`src/rtl/weight_stream_fetcher.sv`:
```
// weight_stream_fetcher: reads a run of words from the parameter ROM bank and
// streams them out as valid/ready with a last flag, buffering up to FIFO_DEPTH
// words so consumer back-pressure never drops a ROM read.
module weight_stream_fetcher #(
    parameter int DATA_WIDTH  = 8,
    parameter int ADDR_WIDTH  = 18,
    parameter int LAYER_WIDTH = 6,
    parameter int FIFO_DEPTH  = 4
) (
    input  logic                   clk,
    input  logic                   rst_n,
    input  logic                   cmd_valid,
    output logic                   cmd_ready,
    input  logic [LAYER_WIDTH-1:0] cmd_layer,
    input  logic [ADDR_WIDTH-1:0]  cmd_base,
    input  logic [ADDR_WIDTH-1:0]  cmd_len,
    output logic [LAYER_WIDTH-1:0] mem_layer_select,
    output logic [ADDR_WIDTH-1:0]  mem_addr,
    input  logic [DATA_WIDTH-1:0]  mem_data,
    output logic                   out_valid,
    input  logic                   out_ready,
    output logic [DATA_WIDTH-1:0]  out_data,
    output logic                   out_last,
    output logic                   busy,
    output logic                   done
);
    localparam int PTR_W = $clog2(FIFO_DEPTH);
    localparam int CNT_W = PTR_W + 1;
    localparam logic [CNT_W:0] DEPTH_C = (CNT_W + 1)'(FIFO_DEPTH);

    typedef enum logic [1:0] {S_IDLE, S_FETCH, S_DRAIN} state_t;

    state_t                 state_q, state_d;
    logic [LAYER_WIDTH-1:0] layer_q, layer_d;
    logic [ADDR_WIDTH-1:0]  addr_q, addr_d;
    logic [ADDR_WIDTH-1:0]  remaining_q, remaining_d;
    logic                   inflight_q, inflight_d;
    logic                   infl_last_q, infl_last_d;
    logic                   done_q, done_d;

    logic [DATA_WIDTH-1:0]  fifo_data_q [FIFO_DEPTH];
    logic                   fifo_last_q [FIFO_DEPTH];
    logic [PTR_W-1:0]       wr_ptr_q, rd_ptr_q;
    logic [CNT_W-1:0]       count_q;

    logic                   cmd_fire;
    logic                   issue;
    logic                   push;
    logic                   pop;
    logic                   head_last;
    logic [CNT_W:0]         credit_used;

    // A read is only issued when its word is guaranteed a FIFO slot: words
    // already buffered plus the one still coming back from the ROM.
    assign credit_used = {1'b0, count_q} + {{CNT_W{1'b0}}, inflight_q};
    assign cmd_fire    = cmd_valid && (state_q == S_IDLE);
    assign issue       = (state_q == S_FETCH) && (credit_used < DEPTH_C);
    assign push        = inflight_q;
    assign pop         = out_valid && out_ready;
    assign head_last   = fifo_last_q[rd_ptr_q];

    assign cmd_ready        = (state_q == S_IDLE);
    assign busy             = (state_q != S_IDLE);
    assign done             = done_q;
    assign mem_addr         = addr_q;
    assign mem_layer_select = layer_q;
    assign out_valid        = (count_q != '0);
    assign out_data         = fifo_data_q[rd_ptr_q];
    assign out_last         = out_valid && head_last;

    // Next-state logic: command latch, read issue under credit, drain to done.
    always_comb begin
        state_d     = state_q;
        layer_d     = layer_q;
        addr_d      = addr_q;
        remaining_d = remaining_q;
        inflight_d  = 1'b0;
        infl_last_d = 1'b0;
        done_d      = 1'b0;
        case (state_q)
            S_IDLE: begin
                if (cmd_fire) begin
                    if (cmd_len != '0) begin
                        layer_d     = cmd_layer;
                        addr_d      = cmd_base;
                        remaining_d = cmd_len;
                        state_d     = S_FETCH;
                    end else begin
                        done_d = 1'b1;
                    end
                end
            end
            S_FETCH: begin
                if (issue) begin
                    inflight_d  = 1'b1;
                    infl_last_d = (remaining_q == ADDR_WIDTH'(1));
                    remaining_d = remaining_q - ADDR_WIDTH'(1);
                    addr_d      = addr_q + ADDR_WIDTH'(1);
                    if (remaining_q == ADDR_WIDTH'(1)) begin
                        state_d = S_DRAIN;
                    end
                end
            end
            S_DRAIN: begin
                // Layer select is left untouched here: the ROM output mux is
                // combinational on it and the final word may still be in flight.
                if (pop && head_last) begin
                    state_d = S_IDLE;
                    done_d  = 1'b1;
                end
            end
            default: state_d = S_IDLE;
        endcase
    end

    // Control and address registers.
    always_ff @(posedge clk or negedge rst_n) begin
        if (!rst_n) begin
            state_q     <= S_IDLE;
            layer_q     <= '0;
            addr_q      <= '0;
            remaining_q <= '0;
            inflight_q  <= 1'b0;
            infl_last_q <= 1'b0;
            done_q      <= 1'b0;
        end else begin
            state_q     <= state_d;
            layer_q     <= layer_d;
            addr_q      <= addr_d;
            remaining_q <= remaining_d;
            inflight_q  <= inflight_d;
            infl_last_q <= infl_last_d;
            done_q      <= done_d;
        end
    end

    // Output FIFO: captures the ROM word one cycle after its address was issued.
    always_ff @(posedge clk or negedge rst_n) begin
        if (!rst_n) begin
            wr_ptr_q <= '0;
            rd_ptr_q <= '0;
            count_q  <= '0;
            for (int i = 0; i < FIFO_DEPTH; i++) begin
                fifo_data_q[i] <= '0;
                fifo_last_q[i] <= 1'b0;
            end
        end else begin
            if (push) begin
                fifo_data_q[wr_ptr_q] <= mem_data;
                fifo_last_q[wr_ptr_q] <= infl_last_q;
                wr_ptr_q              <= wr_ptr_q + PTR_W'(1);
            end
            if (pop) begin
                rd_ptr_q <= rd_ptr_q + PTR_W'(1);
            end
            case ({push, pop})
                2'b10:   count_q <= count_q + CNT_W'(1);
                2'b01:   count_q <= count_q - CNT_W'(1);
                default: count_q <= count_q;
            endcase
        end
    end
endmodule

```
`config.mk`:
```
export PLATFORM = sky130hd
export DESIGN_NAME = weight_stream_fetcher
export DESIGN_NICKNAME = d
export VERILOG_FILES = /design/src/rtl/weight_stream_fetcher.sv
export SDC_FILE = /design/constraint.sdc
export NUM_CORES = 1
export LEC_CHECK = 0
export CORE_AREA = 2 2 100 102
export DETAILED_ROUTE_END_ITERATION = 6
export DIE_AREA = 0 0 102 104
export GPL_ROUTABILITY_DRIVEN = 0
export HOLD_SLACK_MARGIN = 0.02
export PLACE_DENSITY = 0.83
export SLEW_MARGIN = 25
export SYNTH_ARGS = -nofsm -noshare
export SYNTH_HDL_FRONTEND = slang
export SYNTH_SLANG_ARGS = --single-unit
```
`constraint.sdc`:
```
create_clock -name clk -period 5.4 [get_ports clk]
set_input_delay 1.08 -clock clk [delete_from_list [all_inputs] [get_ports clk]]
set_output_delay 1.08 -clock clk [all_outputs]
set_load 0.02 [all_outputs]
```
==> reports/qor.yml, run 1 <==
status: "finished clean"
grt_use_total: 0.216
cts.sink_count: 90
seq_area_frac_synth: 0.486
p_comb_frac: 0.461
drt-total-wl_mm: 11.1
nets: 583
cts_resized: 0
drt_iter0_drc: 217
htree_num_levels: 3
max_freq_ghz: 0.282
internal-power_mw: 1.92
final_cell_area_um2: 5820
async_flop_share: 1.00
skew_ps: 12.9
fin_crit_sh: 0.656
cp-end-kind: "output pin"
ys_ff_latch: 90
postCtsSetupRepairBufs: 0
power_switching_mw: 1.30
post-route-util: 0.610
cp.arrival_ps: 2460
numPortBuffers: 90
grt_start_max_net_pins: 91
root_buffer: "clkbuf_8"
hpwl_mm: 7.63
slowest_stage: "dfrtp_1"
initial_core_util: 0.485
clkTransAtPathRegs_ps: 90
regToRegSetupSlack_ps: 2910
finalSetupViolations: 0
hold_violations: 0
cts_tree: "built"
numCtsBuffers: 9
die-width_um: 102
clock_latency_ps: 370
grt_pass1_vias: 3732
grt_pass1_wl_mm: 18.2
syn_area_um2: 4630
clk_path_buf_depth: 2
tightestPinTransition_ps: 805
p_seq_frac: 0.397
cp-start-kind: "register"
syn_to_final_growth_pct: 25.8
syn-num-nets: 504
final_cell_mix: "90 x dfrtp_1, 89 x clkdlybuf4s50_1, 42 x mux2_2"
p_leak_nw: 2.37
drive_gt1_frac: 0.156
ys.flop_type: "dfrtp_1"
cp_cell_sequence: "mux4_2 > and2_1 > clkdlybuf4s50_1"
drc_errors: 0
grt-ovfl-total: 0
synthCells: 441
synth_edf_count: 0
relSlewSlack: 0.463
diodes: 0
setup-tns-final_ps: 0
critPathLaunch: "rd_ptr_q[0]"
crit_type: "register to output pin"
vias_per_cell: 5.76
first_pass_iters: 4
dieHeight_um: 104
maxCapViolations: 0
crit_family: "flip-flops"
clkPwrFrac: 0.142
place_area_um2: 5630
cp.depth: 3
ys_types: 51
reg2reg_from: "state_q[0]"
rsz0062_at_grt: "no"
holdBufCountCts: 0
mostFrequentLayoutCell: "dfrtp_1"
slowest_delay_ps: 770
r2r_end: "remaining_q[11]"
cp_num_buf_inv: 1
post_drt_wl_per_cell_um: 16.8
ys.warnings.count: 0
power_density_nw_per_um2: 553
cp-endpoint: "out_last"
ir_drop_uv: 357
postSynthAreaPerCell_um2: 10.5
r2r_cells: 7
hold_path_class: "register to register"
fin_crit_ps: 3540
io_pins: 91
dieArea_um2: 10600
dr_total_vias: 3792
antenna_found_initial: 0
rows: 36
crit_fanout: 11
power.share.switching: 0.404
route.antenna.remaining_nets: 0
slew_violations: 0
coreArea_um2: 9550
critPathRequiredTime_ps: 4320
[worst min-delay path by stage]
stage / start / to / cells after the start
final: count_q[2] / count_q[2] / 1
after global routing: count_q[2] / count_q[2] / 1
after CTS: count_q[2] / count_q[2] / 1
after detailed placement: remaining_q[14] / remaining_q[14] / 2
after global placement: count_q[2] / count_q[2] / 1
after floorplan: count_q[2] / count_q[2] / 1
[per-layer routing]
layer / GRT usage / share of wire / vias up / routed length, µm
met1: 0.296 / 0.45 / 1852 / 4940
met4: 0.0648 / 0.015 / 0 / 161
met2: 0.351 / 0.48 / 140 / 5340
met3: 0.0370 / 0.058 / 21 / 643
met5: 0 / 0 / - / 0
li1: - / - / 1779 / -
[cell type report]
class                   count  area [µm²]
fillers                   827        3720
flip-flops and latches     90        2250
multi-input cells         313        2240
repair buffers             93         925
well taps                 133         166
clock buffers               9         124
clock inverters             7        65.1
inverters                  13        48.8
[synth_stat cells (all sizes together), types with 6 or more instances]
cell type / instances / area (µm²)
dfrtp: 90 / 2250
mux2: 42 / 473
nor2: 36 / 135
nand2: 33 / 124
o21ai: 33 / 165
a21oi: 28 / 140
clkbuf: 23 / 86.3
nand3: 14 / 70.1
inv: 13 / 48.8
nor3: 10 / 50.1
a31oi: 9 / 56.3
mux4: 9 / 203
and3: 8 / 50.1
ha: 8 / 100
o22a: 7 / 61.3
o22ai: 6 / 37.5
[power groups by stage]
stage	Sequential, mW	Combinational [mW]	Clock, mW
2_1_floorplan	1.27	0.913	0
3_3_place_gp	1.26	1.42	0
3_5_place_dp	1.29	1.48	0
4_1_cts	1.28	1.49	0.459
5_1_grt	1.32	1.61	0.490
6_report	1.28	1.48	0.456
[registers in the layout, summed over array words and instances, names as in the netlist]
name,cells
fifo_data_q,32
inflight_q,1
mem_addr,18
infl_last_q,1
count_q,3
mem_layer_select,6
rd_ptr_q,2
state_q,2
done,1
remaining_q,18
wr_ptr_q,2
fifo_last_q,4
[kinds of logic after synthesis]
family	count (synthesis)	synth area share
AO/OA/AOI/OAI	115	0.158
XOR/XNOR	6	0.0114
adder cells (fa/ha/maj)	9	0.0259
buffers and inverters	38	0.0311
flip-flops	90	0.486
multiplexers	51	0.146
AND/OR/NAND/NOR	132	0.141
[per-stage QoR]
stage	std cells	hold slack [ps]	setup WS, ps	total power [mW]
global route	658	521	1720	3.43
global placement	642	472	1610	2.68
detailed placement	642	484	1860	2.77
finish	658	496	1860	3.22
CTS	658	499	1800	3.23
floorplan	441	455	2640	2.19
Note: power is estimated with default switching activity, not from simulation.
==> run 2, diff against run 1 <==
--- a/config.mk
+++ b/config.mk
@@ -5,12 +5,12 @@
 export SDC_FILE = /design/constraint.sdc
 export NUM_CORES = 1
 export LEC_CHECK = 0
-export CORE_AREA = 2 2 100 102
+export CORE_AREA = 2 2 103 105
 export DETAILED_ROUTE_END_ITERATION = 6
-export DIE_AREA = 0 0 102 104
+export DIE_AREA = 0 0 105 107
 export GPL_ROUTABILITY_DRIVEN = 0
 export HOLD_SLACK_MARGIN = 0.02
-export PLACE_DENSITY = 0.83
+export PLACE_DENSITY = 0.82
 export SLEW_MARGIN = 25
 export SYNTH_ARGS = -nofsm -noshare
 export SYNTH_HDL_FRONTEND = slang
==> constraint.sdc (replaced) <==
create_clock -name clk -period 2.85 [get_ports clk]
set_input_delay 0.57 -clock clk [delete_from_list [all_inputs] [get_ports clk]]
set_output_delay 0.57 -clock clk [all_outputs]
set_load 0.02 [all_outputs]
==> run 2 against run 1 <==
Net effect: via count up 3.8%; clock power grew 77%; utilization is 2.4 points lower; flip-flop and latch count unchanged; critical path type unchanged; highest routed layer unchanged; sequential share of layout area is 0.56 points lower; sequential power is 86% higher; combinational power grew 98%; largest cell class unchanged; clock skew shrank 4.4 ps; total power up 90%; wire length grew 1.9%.
==> reports/qor.yml, run 2 (synthesis gave the netlist of run 1 again) <==
grt_pass1_wl_mm: 18.9
diodes: 0
p_leak_nw: 2.43
cts_tree: "built"
crit_fanout: 10
cp-start-kind: "register"
io_pins: 91
route.antenna.remaining_nets: 0
antenna_found_initial: 0
slowest_stage: "dfrtp_1"
slowest_delay_ps: 660
vias_per_cell: 5.86
grt_pass1_vias: 3879
holdBufCountCts: 0
drive_gt1_frac: 0.166
grt_use_total: 0.208
relSlewSlack: 0.485
grt_start_max_net_pins: 59
fin_crit_sh: 0.943
fillers: 878
maxCapViolations: 0
power_density_nw_per_um2: 1040
crit_type: "register to output pin"
regMostFlops: "fifo_data_q"
hold_violations: 0
dieArea_um2: 11200
grt-ovfl-total: 0
slew_violations: 0
drt-total-wl_mm: 11.3
tightestPinTransition_ps: 771
die-width_um: 105
clk_path_buf_depth: 2
post_drt_wl_per_cell_um: 16.8
cts.sink_count: 90
dp_slack_ps: -122
cp.arrival_ps: 2120
numCtsBuffers: 9
power_switching_mw: 2.41
cp_cell_sequence: "mux4_2 > and2_1 > clkdlybuf4s50_1"
initial_core_util: 0.459
p_seq_frac: 0.390
syn_to_final_growth_pct: 27.7
clock_latency_ps: 350
drc_errors: 0
nets: 593
hpwl_mm: 8.22
skew_ps: 8.49
first_pass_iters: 5
postCtsSetupRepairBufs: 0
p_total_mw: 6.12
cp-end-kind: "output pin"
ir_drop_uv: 578
largest_reg_flops: 32
hold_path_class: "input pin to async pin"
final_cell_mix: "90 x dfrtp_1, 89 x clkdlybuf4s50_1, 42 x mux2_2"
dr_total_vias: 3935
internal-power_mw: 3.71
drt_iter0_drc: 288
rows: 37
finalSetupViolations: 0
numPortBuffers: 90
status: "finished clean"
clkPwrFrac: 0.132
dieHeight_um: 107
cts_resized: 0
cp_num_buf_inv: 1
worst_slack_ps: 161
htree_num_levels: 3
crit_family: "flip-flops"
power.share.switching: 0.393
clkTransAtPathRegs_ps: 90
mostFrequentLayoutCell: "dfrtp_1"
fin_crit_ps: 2690
rsz0062_at_grt: "no"
coreArea_um2: 10100
p_comb_frac: 0.479
root_buffer: "clkbuf_8"
max_freq_ghz: 0.372
critPathRequiredTime_ps: 2280
==> run 2: changes by cell type in the layout (fill, tap and decap cells not counted), sizes merged <==
cell | before | now
clkinvlp | 1 | 2
inv | 18 | 15
buf | 4 | 14
clkbuf | 9 | 11
==> run 2: final cells by class <==
cell class	count	area, µm²	area share
Timing Repair Buffer	103	1020	0.173
Inverter	13	48.8	0.00826
Tap cell	136	170	0.0288
Sequential cell	90	2250	0.381
Multi-Input combinational cell	313	2240	0.379
Clock inverter	5	37.5	0.00635
Clock buffer	11	141	0.0239
==> run 2: final timing paths <==
kind | startpoint | endpoint | slack, ps | cells after the start
max | rd_ptr_q[1] | out_last | 160 | 3
min | rst_n | fifo_data_q[28] | 150 | 1
max reg2reg | remaining_q[6] | remaining_q[16] | 490 | 5
min reg2reg | fifo_data_q[8] | fifo_data_q[8] | 510 | 1
max in group asynchronous | rst_n | remaining_q[7] | 2050 | 2
min in group clk | fifo_data_q[8] | fifo_data_q[8] | 510 | 1
==> run 2: metal layers <==
layer	GRT usage	share of wire
met5	0	0
met1	0.245	0.40
met3	0.0559	0.060
met4	0.0657	0.013
met2	0.372	0.52
==> run 2: power groups by stage <==
stage                     registers (mW)  logic, mW  clock network [mW]
after floorplan                     2.42       1.73                   0
after global placement              2.34       2.83                   0
after detailed placement            2.40       2.95                   0
after CTS                           2.38       2.95               0.830
after global routing                2.48       3.17               0.892
final                               2.38       2.93               0.806
==> run 2: worst register-to-register path, delay by kind of cell (launching register included) <==
kind | cells | cell delay (ps)
AOI/OAI and AO/OA | 2 | 340
and+or+nand+nor | 3 | 1530
DFF | 1 | 430
==> run 2: stage by stage <==
stage	TNS, ps	util	cell area (µm²)	hold WS (ps)	cells
2_1_floorplan	0	-	4630	274	441
5_1_grt	0	0.586	5910	158	671
3_5_place_dp	-679	0.568	5730	487	655
4_1_cts	0	0.586	5910	150	671
6_report	0	0.586	5910	154	671
3_3_place_gp	-198	0.568	5730	475	655
==> run 3, diff against run 2 <==
--- a/config.mk
+++ b/config.mk
@@ -11,6 +11,7 @@
 export GPL_ROUTABILITY_DRIVEN = 0
 export HOLD_SLACK_MARGIN = 0.02
 export PLACE_DENSITY = 0.82
+export REMOVE_ABC_BUFFERS = 1
 export SLEW_MARGIN = 25
 export SYNTH_ARGS = -nofsm -noshare
 export SYNTH_HDL_FRONTEND = slang
==> run 3 against run 2 <==
Net effect: fmax down 0.81%; via count decreased by 3.3%; clock power up 3.3%; cell count fell by 0.15%; combinational power barely moved; count of clock-buffer cells in the layout shrank 1; critical path type unchanged; cell area is essentially flat; sequential power hardly changed; wire length did not move; total power grew 0.40%; highest routed layer unchanged; register-to-register slack got worse by 30 ps; die area unchanged; largest power group unchanged.
==> reports/qor.yml, run 3 (synthesis gave the netlist of run 1 again) <==
status: "finished clean"
hpwl_mm: 8.01
dr_total_vias: 3807
stdcell_count: 670
cts.sink_count: 90
slowest_delay_ps: 670
critPathLaunch: "rd_ptr_q[1]"
diodes: 0
fin_crit_ps: 2710
grt_start_max_net_pins: 54
tightestPinTransition_ps: 803
numCtsBuffers: 9
grt-ovfl-total: 0
slew_violations: 0
mostFrequentLayoutCell: "dfrtp_1"
rows: 37
r2r_cells: 5
regToRegSetupSlack_ps: 460
drc_errors: 0
clock_latency_ps: 360
final_cell_mix: "90 x dfrtp_1, 89 x clkdlybuf4s50_1, 42 x mux2_2"
grt_pass1_vias: 3736
dieHeight_um: 107
coreArea_um2: 10100
syn_to_final_growth_pct: 27.6
place_inst: 654
cp_num_buf_inv: 1
vias_per_cell: 5.68
cp.depth: 3
holdBufCountCts: 0
clkTransAtPathRegs_ps: 90
largest_reg_flops: 32
cts_resized: 0
dp_slack_ps: -47.2
cp-end-kind: "output pin"
antenna_found_initial: 0
cp_cell_sequence: "mux4_2 > and2_1 > clkdlybuf4s50_1"
grt_pass1_wl_mm: 18.6
hold_violations: 0
route.antenna.remaining_nets: 0
drt-total-wl_mm: 11.3
initial_core_util: 0.459
fin_crit_sh: 0.951
cp.arrival_ps: 2140
cts_tree: "built"
power_density_nw_per_um2: 1040
drt_iter0_drc: 188
max_freq_ghz: 0.369
hold_path_class: "input pin to async pin"
die-width_um: 105
r2r_end: "remaining_q[16]"
p_leak_nw: 2.43
first_pass_iters: 4
crit_family: "flip-flops"
numPortBuffers: 90
crit_type: "register to output pin"
regMostFlops: "fifo_data_q"
worst_slack_ps: 139
crit_fanout: 10
io_pins: 91
ir_drop_uv: 520
relSlewSlack: 0.463
fillers: 890
dieArea_um2: 11200
reg2reg_from: "remaining_q[6]"
maxCapViolations: 0
clk_path_buf_depth: 2
finalSetupViolations: 0
skew_ps: 17.1
root_buffer: "clkbuf_8"
hold_slack_ps: 167
post_drt_wl_per_cell_um: 16.9
htree_num_levels: 3
seq_area_um2: 2250
cp-start-kind: "register"
nets: 592
cp-endpoint: "out_last"
rsz0062_at_grt: "no"
slowest_stage: "dfrtp_1"
postCtsSetupRepairBufs: 0
drive_gt1_frac: 0.167
critPathRequiredTime_ps: 2280
grt_use_total: 0.206
multi_input_area_um2: 2240
## run 3: area by class of cell
type,count,area share
clock buffer,10,0.0233
clock inverter,6,0.00784
inverter,13,0.00826
multi-input combinational,313,0.379
sequential,90,0.381
tap,136,0.0288
timing repair buffer,102,0.172
## run 3: worst min-delay path by stage
stage,cells after the start,end,startpoint
floorplan,0,count_q[0],rst_n
global placement,1,count_q[2],count_q[2]
detailed placement,1,count_q[2],count_q[2]
CTS,1,fifo_data_q[25],rst_n
global route,1,done,rst_n
finish,1,done,rst_n
## run 3: worst register-to-register path, stage by stage (launching register included)
cell,delay (ps)
dfrtp_1,450
or4_4,570
or4_4,540
or3b_1,420
a21oi_1,170
a2bb2oi_1,160
## run 3: stage by stage
step	util	setup TNS, ps	total power, mW	instance area, µm²
finish	0.585	0	6.14	5910
floorplan	-	-22060	4.09	4530
CTS	0.585	0	6.18	5910
global placement	0.567	0	5.18	5720
global route	0.585	0	6.55	5910
detailed placement	0.567	-254	5.33	5720
## run 3: routing by layer
metal | global-route usage | wire, µm
met1 | 0.261 | 4770
met2 | 0.354 | 5730
met3 | 0.0492 | 600
met4 | 0.0533 | 189
met5 | 0 | 0
## run 3: power breakdown
group	internal [mW]	switching, mW
clock	0.351	0.482
sequential	1.86	0.524
combinational	1.50	1.43
total	3.71	2.43
